$ cat config.mk
export PLATFORM = sky130hd
export DESIGN_NAME = pwr_sequencer_flat
export DESIGN_NICKNAME = d
export VERILOG_FILES = /design/src/rtl/pwr_sequencer_if.sv /design/src/rtl/pwr_sequencer.sv /design/src/flat_wrapper.sv
export SDC_FILE = /design/constraint.sdc
export NUM_CORES = 1
export LEC_CHECK = 0
export BUFFER_PORTS_ARGS = -buffer_cell sky130_fd_sc_hd__buf_2
export CAP_MARGIN = 25
export CORE_MARGIN = 2
export CORE_UTILIZATION = 50
export CTS_CLUSTER_SIZE = 25
export DETAILED_ROUTE_END_ITERATION = 10
export MAX_ROUTING_LAYER = met4
export PLACE_DENSITY = 0.78
export SYNTH_ARGS = -nofsm -noshare
export SYNTH_HDL_FRONTEND = slang
export SYNTH_SLANG_ARGS = --single-unit
$ cat constraint.sdc
create_clock -name sysclk -period 8.2 [get_ports sysclk]
set_clock_uncertainty 0.2 [all_clocks]
set_input_delay 0.82 -clock sysclk [delete_from_list [all_inputs] [get_ports sysclk]]
set_output_delay 0.82 -clock sysclk [all_outputs]
set_load 0.005 [all_outputs]
$ cat src/rtl/pwr_sequencer_if.sv
// Control and status bundle between the motor-power sequencer and its host.
// The master side drives requests and sensor inputs; the slave side is the sequencer.
interface pwr_sequencer_if;
  logic       start;
  logic       stop;
  logic       clear;
  logic [3:0] axis_req;
  logic       mv_good;
  logic       wdog_timeout;
  logic [3:0] safety_amp_disable;
  logic       relay_on;
  logic       pwr_enable;
  logic [3:0] amp_disable;
  logic [2:0] state;
  logic [1:0] err_code;

  modport master (
    output start, stop, clear, axis_req, mv_good, wdog_timeout, safety_amp_disable,
    input  relay_on, pwr_enable, amp_disable, state, err_code
  );

  modport slave (
    input  start, stop, clear, axis_req, mv_good, wdog_timeout, safety_amp_disable,
    output relay_on, pwr_enable, amp_disable, state, err_code
  );
endinterface

$ cat src/rtl/pwr_sequencer.sv
// Motor power sequencer: relay -> motor voltage -> settle -> staggered axis enables,
// with orderly shutdown and latched fault handling. All delays count prescaled ticks.
//
// state   | meaning
// IDLE    | everything off, waiting for start
// RELAY   | safety relay closed, waiting RELAY_TICKS
// WAIT_MV | motor power on, waiting for 8 consecutive good mv_good ticks
// SETTLE  | motor voltage settling for SETTLE_TICKS
// ENABLE  | visiting axes 1..4, one every STAGGER_TICKS
// RUN     | amplifiers follow axis_req
// SHDN    | amps off, power then relay dropped STAGGER_TICKS apart
// FAULT   | everything off, err_code latched until clear
module pwr_sequencer #(
  parameter int PRESCALE_W    = 8,
  parameter int RELAY_TICKS   = 16,
  parameter int MV_TIMEOUT    = 1024,
  parameter int SETTLE_TICKS  = 7680,
  parameter int STAGGER_TICKS = 64
) (
  input  logic            sysclk,
  input  logic            reset,
  pwr_sequencer_if.slave  bus
);

  typedef enum logic [2:0] {
    IDLE    = 3'd0,
    RELAY   = 3'd1,
    WAIT_MV = 3'd2,
    SETTLE  = 3'd3,
    ENABLE  = 3'd4,
    RUN     = 3'd5,
    SHDN    = 3'd6,
    FAULT   = 3'd7
  } state_t;

  localparam logic [15:0] RELAY_TC    = 16'(RELAY_TICKS);
  localparam logic [15:0] MV_TC       = 16'(MV_TIMEOUT);
  localparam logic [15:0] SETTLE_TC   = 16'(SETTLE_TICKS);
  localparam logic [15:0] STAGGER_TC  = 16'(STAGGER_TICKS);
  localparam logic [15:0] SHDN_END_TC = 16'(2 * STAGGER_TICKS);

  localparam logic [1:0] ERR_NONE    = 2'b00;
  localparam logic [1:0] ERR_MV_TO   = 2'b01;
  localparam logic [1:0] ERR_MV_LOST = 2'b10;
  localparam logic [1:0] ERR_WDOG    = 2'b11;

  state_t                state_q, state_d;
  logic [PRESCALE_W-1:0] prescale_q;
  logic                  tick_q;
  logic [15:0]           cnt_q, cnt_d, cnt_inc;
  logic [2:0]            mv_cnt_q, mv_cnt_d;
  logic [1:0]            axis_q, axis_d;
  logic                  relay_q, relay_d;
  logic                  pwr_q, pwr_d;
  logic [3:0]            amp_q, amp_d;
  logic [1:0]            err_q, err_d;

  logic                  mv_lost, wdog_hit, stop_hit, safety_live;

  // tick is high for the one cycle in which the prescaler sits at zero after a wrap
  always_ff @(posedge sysclk or negedge reset) begin
    if (!reset) begin
      prescale_q <= '0;
      tick_q     <= 1'b0;
    end else begin
      prescale_q <= prescale_q + {{(PRESCALE_W-1){1'b0}}, 1'b1};
      tick_q     <= (prescale_q == {PRESCALE_W{1'b1}});
    end
  end

  always_ff @(posedge sysclk or negedge reset) begin
    if (!reset) begin
      state_q  <= IDLE;
      cnt_q    <= '0;
      mv_cnt_q <= '0;
      axis_q   <= '0;
      relay_q  <= 1'b0;
      pwr_q    <= 1'b0;
      amp_q    <= 4'hf;
      err_q    <= ERR_NONE;
    end else begin
      state_q  <= state_d;
      cnt_q    <= cnt_d;
      mv_cnt_q <= mv_cnt_d;
      axis_q   <= axis_d;
      relay_q  <= relay_d;
      pwr_q    <= pwr_d;
      amp_q    <= amp_d;
      err_q    <= err_d;
    end
  end

  assign cnt_inc = cnt_q + 16'd1;

  assign mv_lost  = !bus.mv_good &&
                    ((state_q == SETTLE) || (state_q == ENABLE) || (state_q == RUN));
  assign wdog_hit = bus.wdog_timeout && ((state_q == ENABLE) || (state_q == RUN));
  assign stop_hit = bus.stop &&
                    ((state_q == RELAY) || (state_q == WAIT_MV) || (state_q == SETTLE) ||
                     (state_q == ENABLE) || (state_q == RUN));

  always_comb begin
    state_d  = state_q;
    cnt_d    = tick_q ? cnt_inc : cnt_q;
    mv_cnt_d = mv_cnt_q;
    axis_d   = axis_q;
    relay_d  = relay_q;
    pwr_d    = pwr_q;
    amp_d    = amp_q;
    err_d    = err_q;

    case (state_q)
      IDLE: begin
        relay_d = 1'b0;
        pwr_d   = 1'b0;
        amp_d   = 4'hf;
        if (bus.start && !bus.stop) begin
          state_d = RELAY;
          relay_d = 1'b1;
        end
      end

      RELAY: begin
        if (tick_q && (cnt_inc == RELAY_TC)) begin
          state_d = WAIT_MV;
          pwr_d   = 1'b1;
        end
      end

      WAIT_MV: begin
        if (tick_q) begin
          if (bus.mv_good) begin
            mv_cnt_d = mv_cnt_q + 3'd1;
          end else begin
            mv_cnt_d = 3'd0;
          end
          // a full run of good samples wins over a timeout landing on the same tick
          if (bus.mv_good && (mv_cnt_q == 3'd7)) begin
            state_d = SETTLE;
          end else if (cnt_inc == MV_TC) begin
            state_d = FAULT;
            relay_d = 1'b0;
            pwr_d   = 1'b0;
            amp_d   = 4'hf;
            err_d   = ERR_MV_TO;
          end
        end
      end

      SETTLE: begin
        if (tick_q && (cnt_inc == SETTLE_TC)) begin
          state_d = ENABLE;
        end
      end

      ENABLE: begin
        if (tick_q && (cnt_inc == STAGGER_TC)) begin
          cnt_d         = '0;
          amp_d[axis_q] = ~bus.axis_req[axis_q];
          axis_d        = axis_q + 2'd1;
          if (axis_q == 2'd3) begin
            state_d = RUN;
          end
        end
      end

      RUN: begin
        amp_d = ~bus.axis_req;
      end

      SHDN: begin
        amp_d = 4'hf;
        if (tick_q && (cnt_inc == STAGGER_TC)) begin
          pwr_d = 1'b0;
        end
        if (tick_q && (cnt_inc == SHDN_END_TC)) begin
          state_d = IDLE;
          relay_d = 1'b0;
          pwr_d   = 1'b0;
        end
      end

      FAULT: begin
        relay_d = 1'b0;
        pwr_d   = 1'b0;
        amp_d   = 4'hf;
        if (bus.clear) begin
          state_d = IDLE;
          err_d   = ERR_NONE;
        end
      end

      default: begin
        state_d = IDLE;
      end
    endcase

    // faults outrank a shutdown request, and both outrank normal sequencing
    if (mv_lost || wdog_hit) begin
      state_d = FAULT;
      relay_d = 1'b0;
      pwr_d   = 1'b0;
      amp_d   = 4'hf;
      err_d   = mv_lost ? ERR_MV_LOST : ERR_WDOG;
    end else if (stop_hit) begin
      state_d = SHDN;
      amp_d   = 4'hf;
    end

    if (state_d != state_q) begin
      cnt_d    = '0;
      mv_cnt_d = '0;
      axis_d   = '0;
    end
  end

  assign safety_live = (state_q == ENABLE) || (state_q == RUN);

  assign bus.relay_on    = relay_q;
  assign bus.pwr_enable  = pwr_q;
  assign bus.amp_disable = amp_q | (bus.safety_amp_disable & {4{safety_live}});
  assign bus.state       = state_q;
  assign bus.err_code    = err_q;

endmodule

$ cat src/flat_wrapper.sv
// flat-port wrapper written by rule: the top's interface ports become plain ports
module pwr_sequencer_flat 
#(
  parameter int PRESCALE_W    = 8,
  parameter int RELAY_TICKS   = 16,
  parameter int MV_TIMEOUT    = 1024,
  parameter int SETTLE_TICKS  = 7680,
  parameter int STAGGER_TICKS = 64
)
  (sysclk, reset, bus_start, bus_stop, bus_clear, bus_axis_req, bus_mv_good, bus_wdog_timeout, bus_safety_amp_disable, bus_relay_on, bus_pwr_enable, bus_amp_disable, bus_state, bus_err_code);
  pwr_sequencer_if bus_i ();
  input  logic sysclk;
  input  logic reset;
  input wire logic [$bits(bus_i.start)-1:0] bus_start;
  input wire logic [$bits(bus_i.stop)-1:0] bus_stop;
  input wire logic [$bits(bus_i.clear)-1:0] bus_clear;
  input wire logic [$bits(bus_i.axis_req)-1:0] bus_axis_req;
  input wire logic [$bits(bus_i.mv_good)-1:0] bus_mv_good;
  input wire logic [$bits(bus_i.wdog_timeout)-1:0] bus_wdog_timeout;
  input wire logic [$bits(bus_i.safety_amp_disable)-1:0] bus_safety_amp_disable;
  output wire logic [$bits(bus_i.relay_on)-1:0] bus_relay_on;
  output wire logic [$bits(bus_i.pwr_enable)-1:0] bus_pwr_enable;
  output wire logic [$bits(bus_i.amp_disable)-1:0] bus_amp_disable;
  output wire logic [$bits(bus_i.state)-1:0] bus_state;
  output wire logic [$bits(bus_i.err_code)-1:0] bus_err_code;
  assign bus_i.start = bus_start;
  assign bus_i.stop = bus_stop;
  assign bus_i.clear = bus_clear;
  assign bus_i.axis_req = bus_axis_req;
  assign bus_i.mv_good = bus_mv_good;
  assign bus_i.wdog_timeout = bus_wdog_timeout;
  assign bus_i.safety_amp_disable = bus_safety_amp_disable;
  assign bus_relay_on = bus_i.relay_on;
  assign bus_pwr_enable = bus_i.pwr_enable;
  assign bus_amp_disable = bus_i.amp_disable;
  assign bus_state = bus_i.state;
  assign bus_err_code = bus_i.err_code;
  pwr_sequencer #(.PRESCALE_W(PRESCALE_W), .RELAY_TICKS(RELAY_TICKS), .MV_TIMEOUT(MV_TIMEOUT), .SETTLE_TICKS(SETTLE_TICKS), .STAGGER_TICKS(STAGGER_TICKS)) u_core (.sysclk(sysclk), .reset(reset), .bus(bus_i));
endmodule
==> reports/metrics.cfg, run 1 <==
[run_status]
run_status=completed

[finish]
multi_input_gate_area_in_the_final_layout_um2=1930
design.final.nets=384
share_of_layout_cells_above_drive_strength_1_pct=21.1
n_antenna_cell=0
top_library_cells_by_usage_in_the_layout_fill_and_taps_aside=37 x sky130_fd_sc_hd__dfrtp_1, 31 x sky130_fd_sc_hd__nand2_1, 25 x sky130_fd_sc_hd__buf_2
stdcell_count=436
fill_cells=539
layout-area-overhead-vs-synth_pct=6.36
layout.cells.most_common=sky130_fd_sc_hd__dfrtp_1
layout.area.seq_um2=1030

[global_routing]
first_global_vias=2462
gr_util_all_layers_pct=20.6
first_pass_grt_wire_length_um=11600
globalRoute.totalOverflow=0
grt_start_max_net_pins=42
antenna_violations_before_repair=0

[clocking]
cts_htree_levels=2
cts.path.max_buffers=2
ctsResizeCount=0
num_cts_buffers=5
cts_tree=yes
cts_hold_buf=0
cts.root.buffer_cell=sky130_fd_sc_hd__clkbuf_8
cts_sinks=41
clk_transition_reported_paths_ns=0.08
postCtsSetupRepairBufs=0
worstSkewPairLatency_ns=0.30

[synth]
mappedNetlistNets=372
yosys.area.top_type=sky130_fd_sc_hd__dfrtp_1
asyncSetResetFlopFracSynth_pct=100
synth_top_area_share_pct=29.6
synth-main-ff-cell=sky130_fd_sc_hd__dfrtp_1
library_cells_used_by_synthesis=61
synth.top_cells.by_area=sky130_fd_sc_hd__dfrtp_1 30%, sky130_fd_sc_hd__nor3_2 5.8%, sky130_fd_sc_hd__xnor2_1 5.3%
flop_and_latch_count_out_of_synthesis=41
mappedNetlistArea_um2=3130
post_synth_inst_count=348
synth_seq_area_share_pct=32.9
synth_area_per_cell_um2=8.99
synth_warnings=0
synth_enable_flop_cells=0

[setup_path]
cp-end-kind=register
criticalPathCategory=register to register
timing.critical_path.cells=ha_1 -> and3_1 -> nand2_1 -> o32ai_1 -> nand4_1 -> o21bai_1 -> nor3b_2 -> o31ai_4 -> buf_4 -> nor4_1
timing.critical_path.slowest_stage_cell=sky130_fd_sc_hd__dfrtp_1
worstPathRequired_ns=8.21
max_stage_delay_ns=0.55
cp_num_cells=10
timing.critical_path.max_delay_family=simple AND/OR/NAND/NOR gates
cp_max_fo=21
worst_case_reg_to_reg_path_depth=10
critical_path_arrival_ns=3.56
critPathLaunchType=register
worst-path-buf-inv=1

[placement]
dp_hpwl_um=4830
place_congestion=0.913
placed_cells=428
numPortBuffers=25

[sta]
finalHoldViolations=0
timing.final.crit_share_pct=43.3
rsz0062_at_grt=false
setup_violations=0
tightestPinTransition_ns=0.899
tns_ns=0
min_period_ns=3.55
timing.slew.headroom_pct=40.1
fmax_ghz=0.282
timing_max_transition_violations_final=0

[routing]
drt-pass1-iter-count=4
avgViaCountPerCell=5.99
route.vias.total=2610
routed_wl_um=6560
drc_errors=0
detail-route-antenna-nets=0
initialDrtViolationCount=155
routedWlPerCell_um=15.0

[floorplanning]
starting_density_of_the_core_pct=52.2
die_h_um=83.1
coreArea_um2=5990
die_width_um=83.1
floorplan.io_pins=26
std_cell_rows=28
area_enclosed_by_the_die_boundary_um2=6910

[hold_path]
whs_path_depth=1
hold_path_class=register to register

[power]
static_leakage_nw=1.27
power_density_nw_per_um2=207
ir_drop_mv=0.122

[run]
cap_violations=0

-- synth_stat cells (all sizes together) (2+ instances only) --
| master | n |
|---|---|
| and4 | 2 |
| a21o | 5 |
| nor2 | 21 |
| nand2 | 31 |
| and3 | 6 |
| nand3 | 25 |
| mux2i | 4 |
| nand3b | 2 |
| nor3 | 29 |
| ha | 9 |
| inv | 10 |
| o31ai | 2 |
| xnor2 | 19 |
| dfstp | 4 |
| nor4 | 11 |
| o311ai | 4 |
| nor3b | 2 |
| xor2 | 11 |
| dfrtp | 37 |
| clkbuf | 5 |
| nand4 | 15 |
| nand4b | 3 |
| or3 | 4 |
| buf | 17 |
| a211oi | 2 |
| o21ai | 27 |
| a21oi | 15 |
| a21boi | 3 |
| nand2b | 4 |
-- stage by stage --
step	hold WS (ns)	area, µm²	power (mW)	setup slack [ns]	util (%)
after floorplan	0.222	3130	0.489	5.28	-
after global placement	0.237	3230	0.548	4.87	53.9
after detailed placement	0.253	3230	0.552	4.69	53.9
after CTS	0.265	3330	0.696	4.65	55.6
after global routing	0.301	3330	0.741	4.27	55.6
final	0.266	3330	0.690	4.65	55.6
-- layer usage --
layer / GRT usage (%) / part of all wire (%) / vias to the layer above
met2: 32.3 / 47 / 74
met3: 3.58 / 4.5 / 10
met5: - / 0 / -
li1: - / - / 1291
met1: 27.5 / 47 / 1235
met4: 5.81 / 1.4 / 0
-- worst reg2reg max path: stages (launching register included) --
cell	delay [ns]
sky130_fd_sc_hd__dfrtp_1	0.55
sky130_fd_sc_hd__ha_1	0.34
sky130_fd_sc_hd__and3_1	0.45
sky130_fd_sc_hd__nand2_1	0.17
sky130_fd_sc_hd__o32ai_1	0.40
sky130_fd_sc_hd__nand4_1	0.22
sky130_fd_sc_hd__o21bai_1	0.18
sky130_fd_sc_hd__nor3b_2	0.29
sky130_fd_sc_hd__o31ai_4	0.10
sky130_fd_sc_hd__buf_4	0.25
sky130_fd_sc_hd__nor4_1	0.29
-- registers in the layout, indices dropped and copies added, names as in the netlist --
register	cells
u_core.amp_q	4
u_core.mv_cnt_q	3
u_core.tick_q	1
u_core.prescale_q	8
u_core.bus.err_code	2
u_core.cnt_q	16
u_core.bus.pwr_enable	1
u_core.axis_q	2
u_core.bus.relay_on	1
u_core.bus.state	3
-- final timing paths --
kind	from	end	slack, ns
setup / recovery	u_core.cnt_q[0]	u_core.cnt_q[0]	4.65
hold / removal	u_core.prescale_q[0]	u_core.prescale_q[0]	0.27
setup reg to reg	u_core.cnt_q[0]	u_core.cnt_q[0]	4.65
hold reg to reg	u_core.prescale_q[0]	u_core.prescale_q[0]	0.27
max in group asynchronous	reset	u_core.bus.err_code[0]	6.79
min in group asynchronous	reset	u_core.bus.relay_on	0.43
-- report_power, final --
part / switching [mW] / internal, mW
combinational: 0.194 / 0.0988
sequential: 0.0285 / 0.226
clock: 0.0742 / 0.0683
-- kinds of logic (layout without fill, tap and decap cells) --
kind of cell             Yosys count  after routing  synth area share [%]
AND/OR/NAND/NOR                  161            161                  32.2
adder cells (fa/ha/maj)            9              9                  3.60
XOR/XNOR                          30             30                  8.40
buffers and inverters             33             46                  5.52
flip-flops                        41             41                  32.9
AO/OA/AOI/OAI                     69             69                  15.3
multiplexers                       5              5                  2.00
-- area by class of cell --
type	count	area share [%]
clock buffer	6	2.48
tap	75	2.82
clock inverter	2	0.414
timing repair buffer	27	4.21
multi-input combinational	274	57.9
sequential	41	31.0
inverter	11	1.24
No activity file was read; power rests on OpenSTA's default activity.
==> run 2, diff against run 1 <==
clock period = 3.7 ns   (was 8.2 ns; I/O delays follow)
==> reports/metrics.cfg, run 2 (same netlist as run 1, synthesis figures left out) <==
[run_status]
run_status=finished, violations left
violated_checks=hold timing

[finish]
layout-area-overhead-vs-synth_pct=7.88
layout.cells.most_common=sky130_fd_sc_hd__dfrtp_1
share_of_layout_cells_above_drive_strength_1_pct=21.8  ; +0.71 points
top_library_cells_by_usage_in_the_layout_fill_and_taps_aside=37 x sky130_fd_sc_hd__dfrtp_1, 31 x sky130_fd_sc_hd__nand2_1, 25 x sky130_fd_sc_hd__buf_2
postLayoutCellArea_um2=3380  ; +1.4%
design.final.nets=386  ; +0.52%
fill_cells=522  ; -3.2%
reg_top3=u_core.cnt_q: 16 flops, u_core.prescale_q: 8 flops, u_core.amp_q: 4 flops
largest_register=u_core.cnt_q
max_ffs_per_register=16  ; unchanged
stdcell_count=438  ; +0.46%
n_antenna_cell=0  ; unchanged

[setup_path]
worstReg2RegEnd=u_core.cnt_q[0]
ff2ff_setup_slack_ns=0.37  ; -4.28 ns
critical_path_arrival_ns=3.32  ; -0.24 ns
worstPathRequired_ns=3.70  ; -4.51 ns
critPathLaunch=u_core.cnt_q[0]
worst_case_reg_to_reg_path_depth=10  ; unchanged
timing.critical_path.to=u_core.cnt_q[0]
critical_path.reg2reg.startpoint=u_core.cnt_q[0]
cp-end-kind=register
criticalPathCategory=register to register
critPathLaunchType=register
cp_max_fo=21  ; unchanged

[sta]
fmax_ghz=0.301  ; +6.7%
tns_ns=0  ; unchanged
layout_setup_ws_ns=0.373  ; -4.28 ns
tightestPinTransition_ns=0.889  ; -0.00942 ns
post_route_worst_hold_slack_ns=-0.0299  ; -0.296 ns
finalHoldViolations=15  ; +15
setup_violations=0  ; unchanged
timing.slew.headroom_pct=40.7  ; +0.63 points
rsz0062_at_grt=false
timing.final.crit_share_pct=89.9  ; +47 points
timing_max_transition_violations_final=0  ; unchanged
min_period_ns=3.33  ; -0.223 ns

[hold_path]
hold_path_class=primary input to asynchronous set/reset pin

[routing]
initialDrtViolationCount=97  ; -37%
routedWlPerCell_um=15.3  ; +2.0%
avgViaCountPerCell=6.04  ; +0.92%
route.vias.total=2646  ; +1.4%
drt-pass1-iter-count=4  ; unchanged
drc_errors=0  ; unchanged
detail-route-antenna-nets=0  ; unchanged
routed_wl_um=6720  ; +2.5%

[global_routing]
gr_util_all_layers_pct=20.7  ; +0.11 points
globalRoute.totalOverflow=0  ; unchanged
grt_start_max_net_pins=42  ; unchanged
antenna_violations_before_repair=0  ; unchanged
first_global_vias=2584  ; +5.0%
first_pass_grt_wire_length_um=11800  ; +1.4%

[clocking]
cts_htree_levels=2  ; unchanged
cts.root.buffer_cell=sky130_fd_sc_hd__clkbuf_8
cts.path.max_buffers=2  ; unchanged
postCtsSetupRepairBufs=0  ; unchanged
cts_hold_buf=0  ; unchanged
cts_sinks=41  ; unchanged
ctsResizeCount=0  ; unchanged
num_cts_buffers=5  ; unchanged
worstSkewPairLatency_ns=0.30  ; about the same
clk_transition_reported_paths_ns=0.09  ; about the same
cts_tree=yes

[placement]
placedInstanceArea_um2=3260  ; +0.85%
numPortBuffers=25  ; unchanged
preCtsSetupSlack_ns=0.296  ; -4.39 ns
place_congestion=0.937  ; +2.6%
dp_hpwl_um=5030  ; +4.1%
placed_cells=430  ; +0.47%

[floorplanning]
coreArea_um2=5990  ; unchanged
die_width_um=83.1  ; unchanged
starting_density_of_the_core_pct=52.2  ; unchanged
die_h_um=83.1  ; unchanged
std_cell_rows=28  ; unchanged
floorplan.io_pins=26  ; unchanged
area_enclosed_by_the_die_boundary_um2=6910  ; unchanged

[power]
total_switching_power_uw=680  ; +130%
clockPowerShare_pct=22.9  ; +2.2 points
power.share.combinational_pct=42.9  ; +0.4 points
internal_power_uw=953  ; +140%
ir_drop_mv=0.352  ; +190%
seq_power_share_pct=34.2  ; -2.7 points
static_leakage_nw=1.29  ; +1.3%
swShare_pct=41.6  ; -1.4 points
power_density_nw_per_um2=484  ; +130%
totalPowerFinal_mw=1.63  ; +140%

[run]
cap_violations=0  ; unchanged

-- run 2: cell count changes in the layout (fill, tap and decap cells not counted) --
| cell | change |
|---|---|
| sky130_fd_sc_hd__and3_1 | -1 |
| sky130_fd_sc_hd__and3_2 | +1 |
| sky130_fd_sc_hd__buf_12 | +1 |
| sky130_fd_sc_hd__buf_4 | +1 |
| sky130_fd_sc_hd__bufinv_16 | +1 |
| sky130_fd_sc_hd__clkbuf_8 | -1 |
| sky130_fd_sc_hd__clkinv_2 | -1 |
| sky130_fd_sc_hd__clkinvlp_4 | +1 |
-- run 2: how the worst min path moves through the flow --
stage / from / to / slack (ns) / cells after the start
6_report: reset / u_core.bus.relay_on / -0.03 / 1
5_1_grt: reset / u_core.bus.relay_on / 0.08 / 1
4_1_cts: reset / u_core.bus.relay_on / 0.02 / 1
3_5_place_dp: u_core.prescale_q[0] / u_core.prescale_q[0] / 0.24 / 1
3_3_place_gp: u_core.prescale_q[0] / u_core.prescale_q[0] / 0.24 / 1
2_1_floorplan: reset / u_core.axis_q[0] / -0.13 / 0
-- run 2: per-layer routing --
layer | track usage [%] | share of wire [%] | vias up
met5 | - | 0 | -
met4 | 5.81 | 1.3 | 0
met3 | 3.08 | 4.8 | 10
met2 | 34.2 | 48 | 85
met1 | 26.5 | 45 | 1252
li1 | - | - | 1299
-- run 2: power groups by stage --
stage,clock (mW),combinational [mW],sequential (mW)
3_5_place_dp,0,0.698,0.567
6_report,0.374,0.701,0.558
4_1_cts,0.380,0.701,0.559
3_3_place_gp,0,0.687,0.565
2_1_floorplan,0,0.549,0.534
5_1_grt,0.394,0.774,0.566
-- run 2: per-stage QoR --
step	hold slack, ns	utilization, %
finish	-0.0299	56.3
global route	0.0832	56.3
CTS	0.0237	56.3
detailed placement	0.241	54.4
global placement	0.239	54.4
floorplan	-0.126	-
-- run 2: worst max-delay path, cell delays in order (launching register included) --
cell                       delay [ns]
sky130_fd_sc_hd__dfrtp_1         0.56
sky130_fd_sc_hd__ha_1            0.32
sky130_fd_sc_hd__and3_2          0.35
sky130_fd_sc_hd__nand2_1         0.13
sky130_fd_sc_hd__o32ai_1         0.41
sky130_fd_sc_hd__nand4_1         0.22
sky130_fd_sc_hd__o21bai_1        0.16
sky130_fd_sc_hd__nor3b_2         0.29
sky130_fd_sc_hd__o31ai_4         0.12
sky130_fd_sc_hd__buf_12          0.18
sky130_fd_sc_hd__nor4_1          0.28
-- run 2: final cells by class --
type,count,area [µm²],area share (%)
Sequential cell,41,1030,30.5
Clock buffer,5,68.8,2.04
Timing Repair Buffer,29,168,4.97
Multi-Input combinational cell,274,1930,57.1
Tap cell,75,93.8,2.78
Clock inverter,3,46.3,1.37
Inverter,11,41.3,1.22
